File: src/rtl/hdmi_pkg.sv
// Shared types and constants for the HDMI data-island packet path.
package hdmi_pkg;

    localparam int PACKET_CLOCKS = 32;
    localparam int HEADER_BITS   = 24;
    localparam int SUB_BITS      = 56;
    localparam int SUBPACKETS    = 4;

    // Reflected BCH generator for x^8+x^7+x^6+1
    localparam logic [7:0] ECC_POLY_DEFAULT = 8'h83;

    typedef logic [HEADER_BITS-1:0] packet_header_t;
    typedef logic [SUB_BITS-1:0]    subpacket_t;

    typedef enum logic {
        ST_IDLE,
        ST_SEND
    } serializer_state_t;

endpackage

File: src/rtl/bch_ecc_step.sv
// One clock's worth of BCH parity update, LSB-first, 1 or 2 data bits.
module bch_ecc_step
    import hdmi_pkg::*;
#(
    parameter int unsigned BITS_PER_CLK = 1,
    parameter logic [7:0]  ECC_POLY     = ECC_POLY_DEFAULT
) (
    input  logic [7:0]              ecc,
    input  logic [BITS_PER_CLK-1:0] data,
    output logic [7:0]              ecc_next
);

    // Apply data[0] first, then data[1] when two bits arrive per clock
    always_comb begin
        ecc_next = ecc;
        for (int unsigned i = 0; i < BITS_PER_CLK; i++) begin
            ecc_next = (ecc_next >> 1) ^ (((ecc_next[0] ^ data[i]) == 1'b1) ? ECC_POLY : 8'h00);
        end
    end

endmodule

File: src/rtl/data_island_packet_serializer.sv
// Stages one packet, appends BCH parity and serializes it over a 32-clock slot.
module data_island_packet_serializer
    import hdmi_pkg::*;
#(
    parameter logic [7:0] ECC_POLY = ECC_POLY_DEFAULT
) (
    input  logic              clk_pixel,
    input  logic              reset_n,
    input  logic [23:0]       in_header,
    input  logic [3:0][55:0]  in_sub,
    input  logic              in_valid,
    output logic              in_ready,
    input  logic              start,
    output logic              packet_enable,
    output logic [8:0]        packet_data,
    output logic              packet_done
);

    localparam logic [4:0] LAST_CNT   = 5'(PACKET_CLOCKS - 1);
    localparam logic [4:0] HDR_CNT    = 5'(HEADER_BITS);
    localparam logic [4:0] SUB_CNT    = 5'(SUB_BITS / 2);

    serializer_state_t     state_q, state_d;
    logic [4:0]            cnt_q, cnt_d;
    logic                  staged_full_q, staged_full_d;
    packet_header_t        staged_hdr_q, staged_hdr_d;
    subpacket_t [3:0]      staged_sub_q, staged_sub_d;
    packet_header_t        active_hdr_q, active_hdr_d;
    subpacket_t [3:0]      active_sub_q, active_sub_d;
    logic [7:0]            ecc_h_q, ecc_h_d;
    logic [3:0][7:0]       ecc_s_q, ecc_s_d;
    logic                  enable_q, enable_d;
    logic [8:0]            data_q, data_d;
    logic                  done_q, done_d;

    logic                  hdr_bit;
    logic [3:0][1:0]       sub_bits;
    logic [7:0]            ecc_h_next;
    logic [3:0][7:0]       ecc_s_next;
    logic                  start_acc;
    logic                  load_acc;

    assign in_ready      = !staged_full_q;
    assign packet_enable = enable_q;
    assign packet_data   = data_q;
    assign packet_done   = done_q;

    assign start_acc = start && ((state_q == ST_IDLE) || (cnt_q == LAST_CNT));
    assign load_acc  = in_valid && !staged_full_q;

    // Pick the current data bits for each lane while still in the data phase
    always_comb begin
        hdr_bit  = 1'b0;
        sub_bits = '0;
        if (cnt_q < HDR_CNT) begin
            hdr_bit = active_hdr_q[cnt_q];
        end
        if (cnt_q < SUB_CNT) begin
            for (int unsigned i = 0; i < 4; i++) begin
                sub_bits[i] = {active_sub_q[i][{cnt_q, 1'b1}], active_sub_q[i][{cnt_q, 1'b0}]};
            end
        end
    end

    bch_ecc_step #(
        .BITS_PER_CLK(1),
        .ECC_POLY    (ECC_POLY)
    ) u_hdr_ecc (
        .ecc     (ecc_h_q),
        .data    (hdr_bit),
        .ecc_next(ecc_h_next)
    );

    for (genvar g = 0; g < 4; g++) begin : g_sub_ecc
        bch_ecc_step #(
            .BITS_PER_CLK(2),
            .ECC_POLY    (ECC_POLY)
        ) u_sub_ecc (
            .ecc     (ecc_s_q[g]),
            .data    (sub_bits[g]),
            .ecc_next(ecc_s_next[g])
        );
    end

    // Next-state: staging, slot sequencing, parity accumulation and output word
    always_comb begin
        state_d       = state_q;
        cnt_d         = cnt_q;
        staged_full_d = staged_full_q;
        staged_hdr_d  = staged_hdr_q;
        staged_sub_d  = staged_sub_q;
        active_hdr_d  = active_hdr_q;
        active_sub_d  = active_sub_q;
        ecc_h_d       = ecc_h_q;
        ecc_s_d       = ecc_s_q;
        enable_d      = 1'b0;
        data_d        = '0;
        done_d        = 1'b0;

        if (state_q == ST_SEND) begin
            enable_d = 1'b1;
            done_d   = (cnt_q == LAST_CNT);
            cnt_d    = cnt_q + 5'd1;

            if (cnt_q < HDR_CNT) begin
                data_d[0] = hdr_bit;
                ecc_h_d   = ecc_h_next;
            end else begin
                data_d[0] = ecc_h_q[cnt_q[2:0]];
            end

            for (int unsigned i = 0; i < 4; i++) begin
                if (cnt_q < SUB_CNT) begin
                    data_d[1 + i] = sub_bits[i][0];
                    data_d[5 + i] = sub_bits[i][1];
                    ecc_s_d[i]    = ecc_s_next[i];
                end else begin
                    data_d[1 + i] = ecc_s_q[i][{cnt_q[1:0], 1'b0}];
                    data_d[5 + i] = ecc_s_q[i][{cnt_q[1:0], 1'b1}];
                end
            end

            if (cnt_q == LAST_CNT) begin
                state_d = ST_IDLE;
            end
        end

        // A start reads the staging registers as they were before this edge,
        // so a packet offered in the same cycle waits for the next slot.
        if (start_acc) begin
            state_d       = ST_SEND;
            cnt_d         = '0;
            ecc_h_d       = '0;
            ecc_s_d       = '0;
            active_hdr_d  = staged_full_q ? staged_hdr_q : '0;
            active_sub_d  = staged_full_q ? staged_sub_q : '0;
            staged_full_d = 1'b0;
        end

        if (load_acc) begin
            staged_hdr_d  = in_header;
            staged_sub_d  = in_sub;
            staged_full_d = 1'b1;
        end
    end

    // State and output registers with synchronous active-low reset
    always_ff @(posedge clk_pixel) begin
        if (!reset_n) begin
            state_q       <= ST_IDLE;
            cnt_q         <= '0;
            staged_full_q <= 1'b0;
            staged_hdr_q  <= '0;
            staged_sub_q  <= '0;
            active_hdr_q  <= '0;
            active_sub_q  <= '0;
            ecc_h_q       <= '0;
            ecc_s_q       <= '0;
            enable_q      <= 1'b0;
            data_q        <= '0;
            done_q        <= 1'b0;
        end else begin
            state_q       <= state_d;
            cnt_q         <= cnt_d;
            staged_full_q <= staged_full_d;
            staged_hdr_q  <= staged_hdr_d;
            staged_sub_q  <= staged_sub_d;
            active_hdr_q  <= active_hdr_d;
            active_sub_q  <= active_sub_d;
            ecc_h_q       <= ecc_h_d;
            ecc_s_q       <= ecc_s_d;
            enable_q      <= enable_d;
            data_q        <= data_d;
            done_q        <= done_d;
        end
    end

endmodule

File: config.mk
export PLATFORM = sky130hd
export DESIGN_NAME = data_island_packet_serializer
export DESIGN_NICKNAME = d
export VERILOG_FILES = /design/src/rtl/hdmi_pkg.sv /design/src/rtl/bch_ecc_step.sv /design/src/rtl/data_island_packet_serializer.sv
export SDC_FILE = /design/constraint.sdc
export NUM_CORES = 1
export LEC_CHECK = 0
export ABC_CLOCK_PERIOD_IN_PS = 5900
export BUFFER_PORTS_ARGS = -buffer_cell sky130_fd_sc_hd__buf_2
export CORE_UTILIZATION = 60
export DETAILED_ROUTE_END_ITERATION = 12
export GPL_TIMING_DRIVEN = 0
export PLACE_DENSITY = 0.82
export SYNTH_ARGS = -nofsm -noshare
export SYNTH_HDL_FRONTEND = slang
export SYNTH_SLANG_ARGS = --single-unit
export TNS_END_PERCENT = 20
File: constraint.sdc
create_clock -name clk_pixel -period 5.9 [get_ports clk_pixel]
set_input_delay 0.59 -clock clk_pixel [delete_from_list [all_inputs] [get_ports clk_pixel]]
set_output_delay 0.59 -clock clk_pixel [all_outputs]
set_load 0.005 [all_outputs]
==> impl_metrics.yaml <==
routing:
  drt_pass1_iterations: 5
  route.final.wire_length_um: 58040
  antenna_violating_nets_post_route: 0
  detailedRoute.firstIterationViolations: 1467
  drcViolationCount: 0
  wl_per_cell_um: 19.76
  vias: 17300
  detail_route.vias_per_cell: 5.887
timing:
  hold_violations: 0
  rsz0062_at_grt: "no"
  final_total_negative_setup_slack_ns: 0
  final.period_utilization: 0.7166
  timing.final.setup_violations: 0
  final.setup_skew_ns: 0.03004
  slew-limit-headroom: 0.1001
  timing.final.ws_setup_ns: 1.672
  max_slew_violations: 0
  post-route-min-period_ns: 4.228
  maxClockFrequency_ghz: 0.2365
  worst_slew_pin_slew_ns: 1.345
clock_tree:
  clk_path_buf_depth: 3
  cts_htree_levels: 2
  clock_sink_count: 554
  cts_setup_buffers: 0
  resize_count_post_cts: 0
  post_cts_hold_buffer_count: 0
  cts_tree: "built"
  clockRootBuffer: "sky130_fd_sc_hd__clkbuf_16"
  insertion_delay_ns: 0.58
  cts_buffers: 53
  clkSlewWorstSetupHoldPaths_ns: 0.06
worst_setup_path:
  arrival_ns: 4.73
  timing.setup.critical_path_class: "register to register"
  required_ns: 6.40
  critical_path_fanouts_max: 10
  worst_setup_path_start_kind: "register"
  end_kind: "register"
logic_synthesis:
  yosysMostFrequentCell: "sky130_fd_sc_hd__nand2_1"
  yosys.area.top_type_share: 0.5282
  postSynthCellCount: 2129
  yosys-top-cells-area: "sky130_fd_sc_hd__dfxtp_1 (53%), sky130_fd_sc_hd__a22o_1 (10%), sky130_fd_sc_hd__nand2_1 (10%), sky130_fd_sc_hd__a21boi_0 (8.9%), sky130_fd_sc_hd__mux4_2 (4.1%)"
  synth-async-reset-ratio: 0
  syn-num-nets: 2383
  postSynth.topFlopCell: "sky130_fd_sc_hd__dfxtp_1"
  netlist-cell-type-count: 52
  ys_top_cells_by_count: "sky130_fd_sc_hd__nand2_1 (570), sky130_fd_sc_hd__dfxtp_1 (554), sky130_fd_sc_hd__a21boi_0 (248), sky130_fd_sc_hd__a22o_1 (248), sky130_fd_sc_hd__clkbuf_1 (151)"
  synth_seq_area_share: 0.5282
  synth_area_per_cell_um2: 9.863
  syn-cell-area_um2: 21000
  count_of_flip_flops_with_a_built_in_enable_after_synthesis: 0
  ys.warnings.count: 0
  total_of_flip_flops_plus_latches_after_synthesis: 554
  yosysTopAreaCell: "sky130_fd_sc_hd__dfxtp_1"
run_status:
  status: "complete, no violations"
finish:
  antenna_cells: 0
  post_route_cells_drive_above_1_share: 0.1615
  layout.cells.non_filler: 2938
  fillers: 2578
  finalInstanceArea_um2: 24590
  syn_to_final_growth_pct: 17.12
  fin_nets: 2701
die:
  die_width_um: 189.1
  placement_rows: 68
  die_y_um: 189.1
  floorplan.die_area_um2: 35750
  io_pins: 264
  start_util: 0.6094
  core_area_um2: 34460
place:
  dpl.cell_count: 2847
  routabilityCongestion: 0.9070
  io_buffers: 263
  dpl_cell_area_um2: 22880
  place_hpwl_um: 41320
  dp_slack_ns: 1.796
global_route:
  grt_pass1_vias: 16940
  grt_first_pass_wirelength_um: 90900
  grt_max_degree: 15
  aggregate_global_route_resource_usage: 0.3238
  antenna_found_initial: 0
  grt_remaining_overflow: 0
pwr:
  total_switching_power_mw: 1.867
  static_leakage_power_nw: 9.386
  power_frac_comb: 0.074
  power_density_nw_per_um2: 320.9
  power.share.switching: 0.2366
  power.sequential.fraction: 0.502
  clkPwrFrac: 0.424
  intPower_mw: 6.024
  peakVddDrop_v: 0.0002691
job:
  cap_violations: 0
hold_path:
  timing.hold.worst.class: "input port to register"
==> registers in the layout (all words and copies together) (netlist names) <==
signal         count
ecc_s_q           32
staged_full_q      1
packet_done        1
active_sub_q     224
cnt_q              5
ecc_h_q            8
staged_sub_q     224
staged_hdr_q      24
state_q            1
active_hdr_q      24
packet_enable      1
packet_data        9
==> area by class of cell <==
class | instances | area [um2] | share of cell area
plain buffers | 179 | 735.7 | 0.02992
clock buffers | 82 | 1597 | 0.06492
clock inverters | 9 | 112.6 | 0.004579
inverters | 7 | 26.28 | 0.001068
multi-input cells | 1389 | 9145 | 0.3719
flip-flops and latches | 554 | 11090 | 0.4510
well taps | 455 | 569.3 | 0.02315
repair buffers | 263 | 1316 | 0.05352
==> routing by layer <==
metal	share of wire	global-route usage	vias up
li1	-	-	8099
met1	0.41	0.4309	8224
met2	0.46	0.5230	789
met3	0.086	0.04560	183
met4	0.048	0.1498	0
met5	0	0	-
==> power by group through the flow <==
| stage | Sequential, mW | Clock [mW] | Combinational (mW) |
|---|---|---|---|
| 5_1_grt | 3.97 | 3.51 | 0.639 |
| 2_1_floorplan | 4.01 | 0 | 0.344 |
| 4_1_cts | 3.96 | 3.35 | 0.575 |
| 3_5_place_dp | 4.04 | 0 | 0.569 |
| 6_report | 3.96 | 3.35 | 0.580 |
| 3_3_place_gp | 4.03 | 0 | 0.549 |
==> final timing paths <==
| check | from | endpoint | slack (ns) | cells past startpoint |
|---|---|---|---|---|
| max | cnt_q[3] | active_sub_q[89] | 1.67 | 11 |
| max reg2reg | cnt_q[3] | active_sub_q[89] | 1.67 | 11 |
| min | in_sub[60] | staged_sub_q[60] | 0.26 | 3 |
| min reg2reg | ecc_s_q[4] | ecc_s_q[2] | 0.45 | 2 |
==> stage by stage <==
step                      power [mW]    util  hold WS [ns]
after global routing           8.124  0.7137        0.2634
after global placement         4.584  0.6641        0.4476
after CTS                      7.887  0.7137        0.2473
after floorplan                4.351       -        0.4385
after detailed placement       4.611  0.6641        0.4502
final                          7.891  0.7137        0.2571
==> critical path: stages (launching register included) <==
cell and delay [ns]:
sky130_fd_sc_hd__dfxtp_1 0.30, sky130_fd_sc_hd__buf_2 0.19, sky130_fd_sc_hd__clkbuf_1 0.41, sky130_fd_sc_hd__buf_4 0.36, sky130_fd_sc_hd__and3_1 0.19, sky130_fd_sc_hd__ha_1 0.21
sky130_fd_sc_hd__o21ai_0 0.39, sky130_fd_sc_hd__and2_1 0.21, sky130_fd_sc_hd__clkbuf_1 0.60, sky130_fd_sc_hd__clkbuf_1 0.55, sky130_fd_sc_hd__clkbuf_1 0.49, sky130_fd_sc_hd__a22o_1 0.24
==> cells in the final DEF, fill, tap and decap left out, types with 3 or more instances in the layout <==
cell / instances
sky130_fd_sc_hd__nand2_1: 570
sky130_fd_sc_hd__dfxtp_1: 554
sky130_fd_sc_hd__buf_2: 272
sky130_fd_sc_hd__a21boi_0: 248
sky130_fd_sc_hd__a22o_1: 248
sky130_fd_sc_hd__clkbuf_1: 165
sky130_fd_sc_hd__mux2i_1: 74
sky130_fd_sc_hd__clkbuf_16: 54
sky130_fd_sc_hd__a21oi_1: 45
sky130_fd_sc_hd__nor2_1: 39
sky130_fd_sc_hd__mux4_2: 38
sky130_fd_sc_hd__xnor2_1: 21
sky130_fd_sc_hd__o22ai_1: 21
sky130_fd_sc_hd__clkbuf_8: 14
sky130_fd_sc_hd__o21ai_0: 10
sky130_fd_sc_hd__buf_1: 8
sky130_fd_sc_hd__a211oi_1: 8
sky130_fd_sc_hd__buf_4: 7
sky130_fd_sc_hd__inv_1: 7
sky130_fd_sc_hd__or3_1: 6
sky130_fd_sc_hd__xor2_1: 5
sky130_fd_sc_hd__nand3_1: 4
sky130_fd_sc_hd__o221ai_1: 4
sky130_fd_sc_hd__clkinv_2: 4
sky130_fd_sc_hd__and3_1: 3
sky130_fd_sc_hd__buf_6: 3
sky130_fd_sc_hd__nand3b_1: 3
sky130_fd_sc_hd__o21bai_1: 3
sky130_fd_sc_hd__nor4_1: 3
sky130_fd_sc_hd__a2bb2oi_1: 3
sky130_fd_sc_hd__a21o_1: 3
==> logic make-up after synthesis <==
| kind of cell | count (synthesis) | share of synthesized area |
|---|---|---|
| AO/OA/AOI/OAI | 604 | 0.2247 |
| flip-flops | 554 | 0.5282 |
| AND/OR/NAND/NOR | 641 | 0.1186 |
| multiplexers | 113 | 0.07729 |
| buffers and inverters | 186 | 0.03629 |
| adder cells (fa/ha/maj) | 2 | 0.001192 |
| XOR/XNOR | 29 | 0.01376 |
No activity file was read; power rests on OpenSTA's default activity.
